===== src/rtl/counter_pkg.sv =====
// counter_pkg
//   Shared width, reset value and count type for the loadable up-counter
//   and anything that connects to it.
package counter_pkg;

  localparam int COUNTER_WIDTH = 8;
  localparam logic [COUNTER_WIDTH-1:0] COUNTER_RST_VAL = 8'h00;

  typedef logic [COUNTER_WIDTH-1:0] count_t;

endpackage : counter_pkg


===== src/rtl/counter.sv =====
// counter
//   Loadable, enable-gated up-counter with a registered output.
//   Ports (positional order is part of the interface):
//     count   out WIDTH  current value, straight from the state register
//     data_in in  WIDTH  parallel load value
//     clk     in  1      rising-edge clock
//     rst_n   in  1      asynchronous active-low reset, forces RST_VAL
//     load    in  1      load strobe, highest priority
//     enable  in  1      count-enable, wraps modulo 2^WIDTH
module counter
  import counter_pkg::*;
#(
  parameter int               WIDTH   = COUNTER_WIDTH,
  parameter logic [WIDTH-1:0] RST_VAL = WIDTH'(COUNTER_RST_VAL)
) (
  output logic [WIDTH-1:0] count,
  input  logic [WIDTH-1:0] data_in,
  input  logic             clk,
  input  logic             rst_n,
  input  logic             load,
  input  logic             enable
);

  logic [WIDTH-1:0] count_q;

  // Priority: load beats enable; otherwise hold. The carry out of the
  // increment is simply dropped, giving wrap-around.
  always_ff @(posedge clk or negedge rst_n) begin
    if (!rst_n) begin
      count_q <= RST_VAL;
    end else if (load) begin
      count_q <= data_in;
    end else if (enable) begin
      count_q <= count_q + WIDTH'(1);
    end
  end

  assign count = count_q;

endmodule : counter


===== config.mk =====
export PLATFORM = sky130hd
export DESIGN_NAME = counter
export DESIGN_NICKNAME = d
export VERILOG_FILES = /design/src/rtl/counter_pkg.sv /design/src/rtl/counter.sv
export SDC_FILE = /design/constraint.sdc
export NUM_CORES = 1
export LEC_CHECK = 0
export CELL_PAD_IN_SITES_DETAIL_PLACEMENT = 1
export CELL_PAD_IN_SITES_GLOBAL_PLACEMENT = 2
export CORE_MARGIN = 2
export CORE_UTILIZATION = 19
export DETAILED_ROUTE_END_ITERATION = 8
export PLACE_DENSITY = 0.76
export SETUP_SLACK_MARGIN = 0.3
export SKIP_CTS_REPAIR_TIMING = 1
export SLEW_MARGIN = 10
export SYNTH_ARGS = -nofsm -noshare
export SYNTH_HDL_FRONTEND = slang
export SYNTH_SLANG_ARGS = --single-unit

===== constraint.sdc =====
create_clock -name clk -period 1.4 [get_ports clk]
set_clock_uncertainty 0.05 [all_clocks]
set_input_delay 0.28 -clock clk [delete_from_list [all_inputs] [get_ports clk]]
set_output_delay 0.28 -clock clk [all_outputs]
set_load 0.005 [all_outputs]

After elaboration in Yosys (flattened, before gate mapping)
Cells that the tools add are included.
{ "totals": {"reg_bits": 8, "wordCells": 5, "output_inout_bits": 8} }
{ "op_classes": {"mux": 2, "reduce_logical": 1, "n_addsub": 1} }
{ "ops": {"columns": ["op", "count"], "rows": [
  ["two-way mux 8 bit", 2],
  ["adder 8 x 1 -> 8 bit, second input constant", 1],
  ["nonzero test 2 bit", 1]
]} }

Logic depth before layout (Yosys ltp)
Gate-level depths: netlist of run 1.
{ "depth": {"word_depth": 3, "ltp_mapped": 4} }

Worst setup path before layout of run 1
Ideal clock, no wire load.
{ "synth_timing": {"path_type": "register to register", "start": "register count_q[0], in the netlist count[0]", "end": "register count_q[6], in the netlist count[6]", "arrival_ns": 1.245, "stages_incl_launch_ff": 5, "setup_time_ns": 0.069, "setup_slack_ns": 0.036, "synth_period_minus_slack_ns": 1.364, "path_cell_list": "dfrtp_1 > ha_1 > nand3_1 > or4_1 > nand3_1"} }
{ "synth_between": {"elab_chain_cells": 3} }
{ "synth_rtl": {"columns": ["element", "line", "rtl"], "rows": [
  ["start, declared", "counter.sv:24", "logic [WIDTH-1:0] count_q;"],
  ["start signal, assigned", "counter.sv:32", "count_q <= data_in;"],
  ["start signal, assigned", "counter.sv:34", "count_q <= count_q + WIDTH'(1);"],
  ["adder 8 x 1 -> 8 bit", "counter.sv:34", null],
  ["two-way mux 8 bit", "counter.sv:33", "end else if (enable) begin"],
  ["two-way mux 8 bit", "counter.sv:31", "end else if (load) begin"]
]} }
No other way between the ends. The select of a mux whose other input is x is not followed.
A chain may end at the register's enable or synchronous reset.

Worst setup path in the final report of run 1
{ "layout_timing": {"start": "input load", "end": "register count_q[7], in the netlist count[7]"} }
{ "layout_between": {"elab_chain_cells": 1} }
{ "layout_rtl": {"columns": ["element", "line", "rtl"], "rows": [
  ["start, declared", "counter.sv:20", "input logic load,"],
  ["two-way mux 8 bit or nonzero test 2 bit (tied branches)", null, null]
]} }
Parallel ways exist; a longest one is shown, timed or not.

==> impl_results.md, run 1 <==
* Outcome: finished clean
* Core area at 0.00223 mm²
* Cell count of the worst reg-to-reg path at 5
* Largest family of logic cells by synthesized area: simple AND/OR/NAND/NOR gates
* Initial antenna violation count at 0
* Final Max Tran Viols at 0
* RR Startpoint: count[1]
* R2r endpoint: count[6]
* Total number of H-tree levels at 1
* Post-Syn Area per Cell at 9.19 µm²
* Post-synth top area share at 44.4%
* Worst path arrival time at 1450 ps
* Worst Path Required at 1550 ps
* Drt pass-1 iters at 2
* Clk pwr share at 25.0%
* HPWL after detailed placement at 992 µm
* Crit Path Max Fanout at 6
* Critical path, cell by cell: clkdlybuf4s50_1 -> or4_1 -> nand3_1
* Post-synthesis compound-gate area fraction at 8.89%
* Starting DRT DRC Count at 5
* Fmax at 767 MHz
* Total grt overflow at 0
* Share of cells above drive strength 1 at 44.4%
* Flip-flop count of the largest register after layout at 8
* Final period util at 93.1%
* Clk_lat worst skew at 270 ps
* Dominant cells by area after synthesis: dfrtp_1, nand2_1, o21ai_0
* Slew @ Worst Pin at 398 ps
* Routed WL at 1.61 mm
* Die Ht at 52.7 µm
* Mux cell area share after synthesis at 2.22%
* Final Wtd Congestion at 0.758
* Hold WC Path Type: in -> async
* Ports at 20
* Final Hold Violating Endpoints at 0
* Clk sinks at 8
* Global routing usage on met2 at 17.7%
* Worst setup EP type: flop
* Maximum vdd drop at 0.490 mV
* Sequential Power Share at 36.9%
* Crit path kind: in -> reg
* Met3 Resource Use GR at 4.29%
* Layout area overhead at 96.7%
* Syn. warnings at 0
* Post-synth top cells: nand2_1, dfrtp_1, o21ai_0
* Synth Area in Simple Gates at 30.6%
* Global-route wire length before repair at 2.13 mm
* Most common cell in the netlist: nand2_1
* Asr flop ratio synth at 100%
* Post-Syn Instances at 49
* Register area share after synthesis at 44.4%
* Synth Flop Type: dfrtp_1
* Met1 GRT Util at 12.9%
* EDFF count, synth at 0
* Pwr dens at 860 mW/mm²
* Avg Vias per Cell at 4.38
* Post-synthesis xor/xnor area fraction at 7.78%
* IO Port Bufs at 19
* Vias in the first global route at 452
* Detail Route Antenna Nets at 0
* Worst reg2reg setup slack at 110 ps
* Busiest grt layer: met2
* Final net count at 105
* DRC viols at 0
* Rel. slew slack at 73.4%
* Worst setup margin at 96.7 ps
* CTS clock-pin slew for the worst setup and hold paths at 60 ps
* Place WS at -237 ps
* DIE WIDTH at 52.7 µm
* Vias at 517
* Internal at 535 µW
* Mapped Area at 450 µm²
* Tot GR Track Use at 11.1%
* Gate power share at 38.1%
* Largest net degree at the start of global routing at 11
* Unrepaired setup endpoints after global routing: true
* Die footprint at 0.00278 mm²
* Endpoints failing setup at 0
* Synth Register Bits at 8
* Synth Net Count at 62
* Crit path launch type: input port
* Slowest CP cell: or4_1
* Slowest stage delay, CP at 560 ps
* Cell variety after synth at 15
* Routed WL per cell at 13.6 µm
* Final Util at 39.7%
* Switch Pwr at 227 µW
* Clock Path Buffers at 2
* Diode count at 0
* FP Rows at 17
* TritonCTS buffer count at 3
* CP startpoint: load
* Leakage at 0.407 nW
* Max Cap Viol at 0
* Clock root cell: clkbuf_4
* Starting density of the core at 20.2%
* Final Critical Period at 1300 ps
* Yosys top cell by area: dfrtp_1
* Sw Ratio at 29.8%
* CTS tree: yes
* Synth Area in Adders at 2.78%
-- power groups by stage --
stage | clock, mW | sequential, mW | combinational (mW)
2_1_floorplan | 0 | 0.298 | 0.0641
3_3_place_gp | 0 | 0.302 | 0.169
3_5_place_dp | 0 | 0.304 | 0.173
4_1_cts | 0.190 | 0.301 | 0.175
5_1_grt | 0.219 | 0.285 | 0.317
6_report | 0.190 | 0.281 | 0.290
-- stage by stage --
step                      area [µm²]  std cells  setup TNS (ps)  hold slack (ps)  power (mW)
final                            886        118               0              254       0.762
after global routing             886        118               0              262       0.820
after CTS                        731        101           -1150              269       0.666
after detailed placement         708         98            -895              535       0.478
after global placement           708         98            -816              517       0.471
after floorplan                  464         49               0            -65.6       0.362
-- placed cells by master, fill, tap and decap left out, drive strengths merged --
master and count:
nand4 3, or4 3, xor2 3, ha 1, dfrtp 8, nand2 10
buf 22, dlymetal6s2s 3, xnor2 1, nor2b 3, mux2i 1, nand3 5
clkbuf 9, o21ai 8, clkdlybuf4s50 10
-- how the worst max path moves through the flow --
stage	slack [ps]	end	cells past startpoint
global placement	-230	count[7]	4
global route	50	count[6]	5
floorplan	140	count[6]	4
CTS	-220	count[3]	1
finish	100	count[7]	3
detailed placement	-240	count[6]	5
-- cell type report --
class	count	area [µm²]
tap	28	35.0
sequential	8	205
timing repair buffer	41	359
fill	279	1350
clock buffer	3	22.5
multi-input combinational	38	264
-- cells by family after synthesis --
logic type	after synthesis
AND/OR/NAND/NOR	24
AO/OA/AOI/OAI	8
flip-flops	8
XOR/XNOR	4
buffers and inverters	3
multiplexers	1
adder cells (fa/ha/maj)	1
-- routing by layer --
| layer | part of all wire (%) | wire length [µm] |
|---|---|---|
| met2 | 54 | 869 |
| met4 | 3.1 | 50 |
| met3 | 3.8 | 61 |
| met5 | 0 | 0 |
| met1 | 39 | 625 |
-- worst max-delay path: cells and delay by family --
family,cells,cell delay [ps]
simple gates,2,660
buf+inv,1,510
(Power assumes the default switching activity.)
==> run 2: changes to the inputs <==
--- a/config.mk
+++ b/config.mk
@@ -7,6 +7,7 @@
 export LEC_CHECK = 0
 export CELL_PAD_IN_SITES_DETAIL_PLACEMENT = 1
 export CELL_PAD_IN_SITES_GLOBAL_PLACEMENT = 2
+export CORE_ASPECT_RATIO = 1.75
 export CORE_MARGIN = 2
 export CORE_UTILIZATION = 19
 export DETAILED_ROUTE_END_ITERATION = 8
==> constraint.sdc (replaced) <==
create_clock -name clk -period 1.4 [get_ports clk]
set_clock_uncertainty 0.05 [all_clocks]
set_input_delay 0.28 -clock clk [delete_from_list [all_inputs] [get_ports clk]]
set_output_delay 0.28 -clock clk [all_outputs]
set_load 0.02 [all_outputs]
==> run 2 against run 1 <==
Effect of this change: global-route usage grew 0.81 points; setup slack improved by 14 ps; power rose by 8.9%; flip-flop and latch count is the same; die area increased by 0.55%; final cell count shrank 12%.
==> impl_results.md, run 2 (synthesized netlist as in run 1, its figures left out) <==
* Outcome: finished clean
* Diode count at 0
* Gate power share at 33.0%
* Crit Path Max Fanout at 3
* Final Critical Period at 1290 ps
* Maximum vdd drop at 0.668 mV
* RR Startpoint: count[1]
* Die Ht at 68.4 µm
* Busiest grt layer: met2
* Worst Path Required at 1500 ps
* Total number of H-tree levels at 1
* Most frequent cells in the layout: nand2_1, clkdlybuf4s50_1, buf_6, buf_4, dfrtp_2
* Ports at 20
* Vias at 471
* CP startpoint: count[1]
* Met3 Resource Use GR at 3.90%
* Cell count of the worst reg-to-reg path at 5
* CTS tree: yes
* FP Rows at 23
* Pwr dens at 975 mW/mm²
* Routed WL at 1.38 mm
* Avg Vias per Cell at 4.53
* Vias in the first global route at 498
* TritonCTS buffer count at 3
* Core area at 0.00227 mm²
* IO Port Bufs at 19
* Crit path kind: reg -> reg
* Critical path, cell by cell: buf_6 -> ha_4 -> nand3_2 -> or4_1 -> nand3_1
* Slew @ Worst Pin at 385 ps
* Place WS at -200 ps
* Clock Path Buffers at 2
* Worst setup EP type: flop
* R2r endpoint: count[6]
* Tot GR Track Use at 11.9%
* Clk_lat worst skew at 220 ps
* Final period util at 92.1%
* Clk pwr share at 32.1%
* HPWL after detailed placement at 1.10 mm
* Global routing usage on met2 at 20.5%
* Flip-flop count of the largest register after layout at 8
* Hold WC Path Type: in -> async
* DRC viols at 0
* Final Max Tran Viols at 0
* Max Cap Viol at 0
* Slowest CP cell: or4_1
* Global-route wire length before repair at 2.17 mm
* Final Wtd Congestion at 0.755
* Switch Pwr at 234 µW
* Detail Route Antenna Nets at 0
* Drt pass-1 iters at 3
* Internal at 596 µW
* Layout area overhead at 88.9%
* Leakage at 0.385 nW
* Clk sinks at 8
* Initial antenna violation count at 0
* Worst setup margin at 111 ps
* Slowest stage delay, CP at 410 ps
* Die footprint at 0.00279 mm²
* Fmax at 776 MHz
* DIE WIDTH at 40.8 µm
* Worst path arrival time at 1390 ps
* Starting density of the core at 19.8%
* Total grt overflow at 0
* Share of cells above drive strength 1 at 43.0%
* Commonest non-fill, non-tap cell in the layout: nand2_1
* Routed WL per cell at 13.2 µm
* Unrepaired setup endpoints after global routing: true
* CP endpoint: count[6]
* Endpoints failing setup at 0
* Met1 GRT Util at 11.6%
* Sequential Power Share at 34.9%
* Final Hold Violating Endpoints at 0
* Clock root cell: clkbuf_8
* Largest net degree at the start of global routing at 11
* CTS clock-pin slew for the worst setup and hold paths at 40 ps
* Final net count at 94
* Worst reg2reg setup slack at 110 ps
* Crit path launch type: flop
* Rel. slew slack at 74.3%
* WHS at 299 ps
* Starting DRT DRC Count at 5
* Sw Ratio at 28.1%
run 2: changes by cell type in the layout (fill, tap and decap cells not counted), sizes merged:
cell | previous run | this run
buf | 22 | 16
clkbuf | 9 | 4
clkdlybuf4s50 | 10 | 9
dlymetal6s2s | 3 | 4
run 2: cell type report:
class,instances,area (µm²)
multi-input cells,38,278
clock buffers,3,41.3
fillers,266,1420
flip-flops and latches,8,208
well taps,25,31.3
repair buffers,30,293
run 2: worst min path at each step:
stage / slack [ps] / cells after the start / end
2_1_floorplan: -70 / 0 / count[0]
3_3_place_gp: 520 / 2 / count[1]
3_5_place_dp: 540 / 2 / count[5]
4_1_cts: 310 / 1 / count[6]
5_1_grt: 320 / 1 / count[6]
6_report: 300 / 1 / count[6]
run 2: per-layer routing:
metal / share of wire, % / vias to the layer above
met2: 62 / 9
met3: 3.0 / 2
met1: 34 / 229
met4: 1.2 / 0
li1: - / 231
met5: 0 / -
run 2: through the flow:
step,setup TNS [ps],instance area (µm²),power [mW],std cells,util [%]
after detailed placement,-996,742,0.536,98,32.6
final,0,851,0.830,104,37.4
after floorplan,0,475,0.400,49,-
after global placement,-807,742,0.532,98,32.6
after CTS,-1100,783,0.813,101,34.5
after global routing,0,851,0.889,104,37.4
run 2: power by group through the flow:
stage               clock [mW]  sequential, mW  combinational, mW
floorplan                    0           0.333             0.0664
global placement             0           0.287              0.245
detailed placement           0           0.288              0.248
CTS                      0.278           0.286              0.249
global route             0.295           0.293              0.302
finish                   0.267           0.289              0.274
run 2: critical path, delay by kind of cell, from the launching register on:
family / cells / cell delay [ps]
DFF: 1 / 360
buffers and inverters: 1 / 110
and+or+nand+nor: 3 / 560
adders and majority gates: 1 / 140
==> run 3: changes to the inputs <==
--- a/config.mk
+++ b/config.mk
@@ -7,7 +7,7 @@
 export LEC_CHECK = 0
 export CELL_PAD_IN_SITES_DETAIL_PLACEMENT = 1
 export CELL_PAD_IN_SITES_GLOBAL_PLACEMENT = 2
-export CORE_ASPECT_RATIO = 1.75
+export CORE_ASPECT_RATIO = 0.8
 export CORE_MARGIN = 2
 export CORE_UTILIZATION = 19
 export DETAILED_ROUTE_END_ITERATION = 8
==> run 3 against run 2 <==
Effect of this change: sequential power about the same; first-iteration DRC count unchanged; power down 7.1%; largest cell class unchanged; core utilization increased by 1.4 points.
==> impl_results.md, run 3 (synthesized netlist as in run 1, its figures left out) <==
* Final net count at 94
* Crit path kind: reg -> reg
* Crit path launch type: flop
* Routed WL per cell at 13.7 µm
* Fmax at 764 MHz
* Vias in the first global route at 494
* FP Rows at 15
* DRC viols at 0
* DIE WIDTH at 58.4 µm
* Layout area overhead at 89.4%
* Most frequent cells in the layout: nand2_1, clkdlybuf4s50_1, buf_6, buf_4, dfrtp_2
* Max Cap Viol at 0
* Final Hold Violating Endpoints at 0
* Final period util at 93.5%
* IO Port Bufs at 19
* Final Max Tran Viols at 0
* Flip-flop count of the largest register after layout at 8
* Routed WL at 1.44 mm
* Unrepaired setup endpoints after global routing: true
* Largest net degree at the start of global routing at 11
* Avg Vias per Cell at 4.47
* Worst setup EP type: flop
* Place WS at -207 ps
* Share of cells above drive strength 1 at 42.5%
* Maximum vdd drop at 0.454 mV
* Final Wtd Congestion at 0.829
* Rel. slew slack at 73.3%
* Crit Path Max Fanout at 4
* Die footprint at 0.00278 mm²
* Final TNS setup at 0 ps
* WHS at 257 ps
* Pwr dens at 903 mW/mm²
* Initial antenna violation count at 0
* Tot GR Track Use at 12.2%
* Outcome: finished clean
* Worst setup margin at 90.7 ps
* Slew @ Worst Pin at 399 ps
* Starting density of the core at 20.5%
* Ports at 20
* Endpoints failing setup at 0
* Hold WC Path Type: in -> async
* Global-route wire length before repair at 2.28 mm
* Clk sinks at 8
* Starting DRT DRC Count at 5
* Diode count at 0
* TritonCTS buffer count at 3
* Vias at 469
* Clk_lat worst skew at 260 ps
* Clock Path Buffers at 2
* Total number of H-tree levels at 1
* Worst reg2reg setup slack at 90 ps
* Total grt overflow at 0
* Drt pass-1 iters at 4
* Leakage at 0.391 nW
* Worst Path Required at 1560 ps
* CTS clock-pin slew for the worst setup and hold paths at 60 ps
* Worst path arrival time at 1460 ps
* HPWL after detailed placement at 1.07 mm
* Clock root cell: clkbuf_4
* Core area at 0.00220 mm²
* Detail Route Antenna Nets at 0
* CTS tree: yes
* Final Critical Period at 1310 ps
* Die Ht at 47.6 µm
run 3: changes by cell type in the layout (fill, tap and decap cells not counted), sizes merged:
cell          change
dlymetal6s2s      +1
buf               -1
clkbuf            +1
run 3: final cells by class:
type                    instances  area (µm²)
repair buffers                 30         300
multi-input cells              38         288
well taps                      25        31.3
flip-flops and latches          8         208
clock buffers                   4        26.3
fillers                       251        1340
run 3: through the flow:
step	instances	instance area (µm²)	power, mW	utilization (%)
floorplan	49	475	0.400	-
global placement	99	749	0.537	34.1
detailed placement	99	749	0.543	34.1
CTS	103	776	0.748	35.3
global route	105	853	0.826	38.9
finish	105	853	0.771	38.9
run 3: worst paths after layout:
| path | from | endpoint | cells after the start |
|---|---|---|---|
| setup / recovery | count[0] | count[7] | 4 |
| hold / removal | rst_n | count[0] | 1 |
| setup reg to reg | count[0] | count[7] | 4 |
| hold reg to reg | count[1] | count[1] | 2 |
| max in group asynchronous | rst_n | count[5] | 1 |
| min in group clk | load | count[5] | 3 |
run 3: critical path, cell delays in order, from the launching register on:
cell and delay [ps]:
dfrtp_2 380, buf_6 120, nand4_4 120, or4_4 500, nand3_2 80
run 3: per-layer routing:
layer  GRT usage, %  routed length, µm  share of wire, %  up-vias
met5              0                  0                 0        -
met1           13.7                617                43      218
met4           8.37                 31               2.2        0
li1               -                  -                 -      233
met2           19.3                707                49       14
met3           5.14                 84               5.8        4
run 3: power breakdown:
group / leakage (nW) / internal, mW / switching, mW / total [mW]
clock: 0.0150 / 0.110 / 0.0925 / 0.202
sequential: 0.0903 / 0.261 / 0.0278 / 0.288
combinational: 0.285 / 0.151 / 0.129 / 0.280
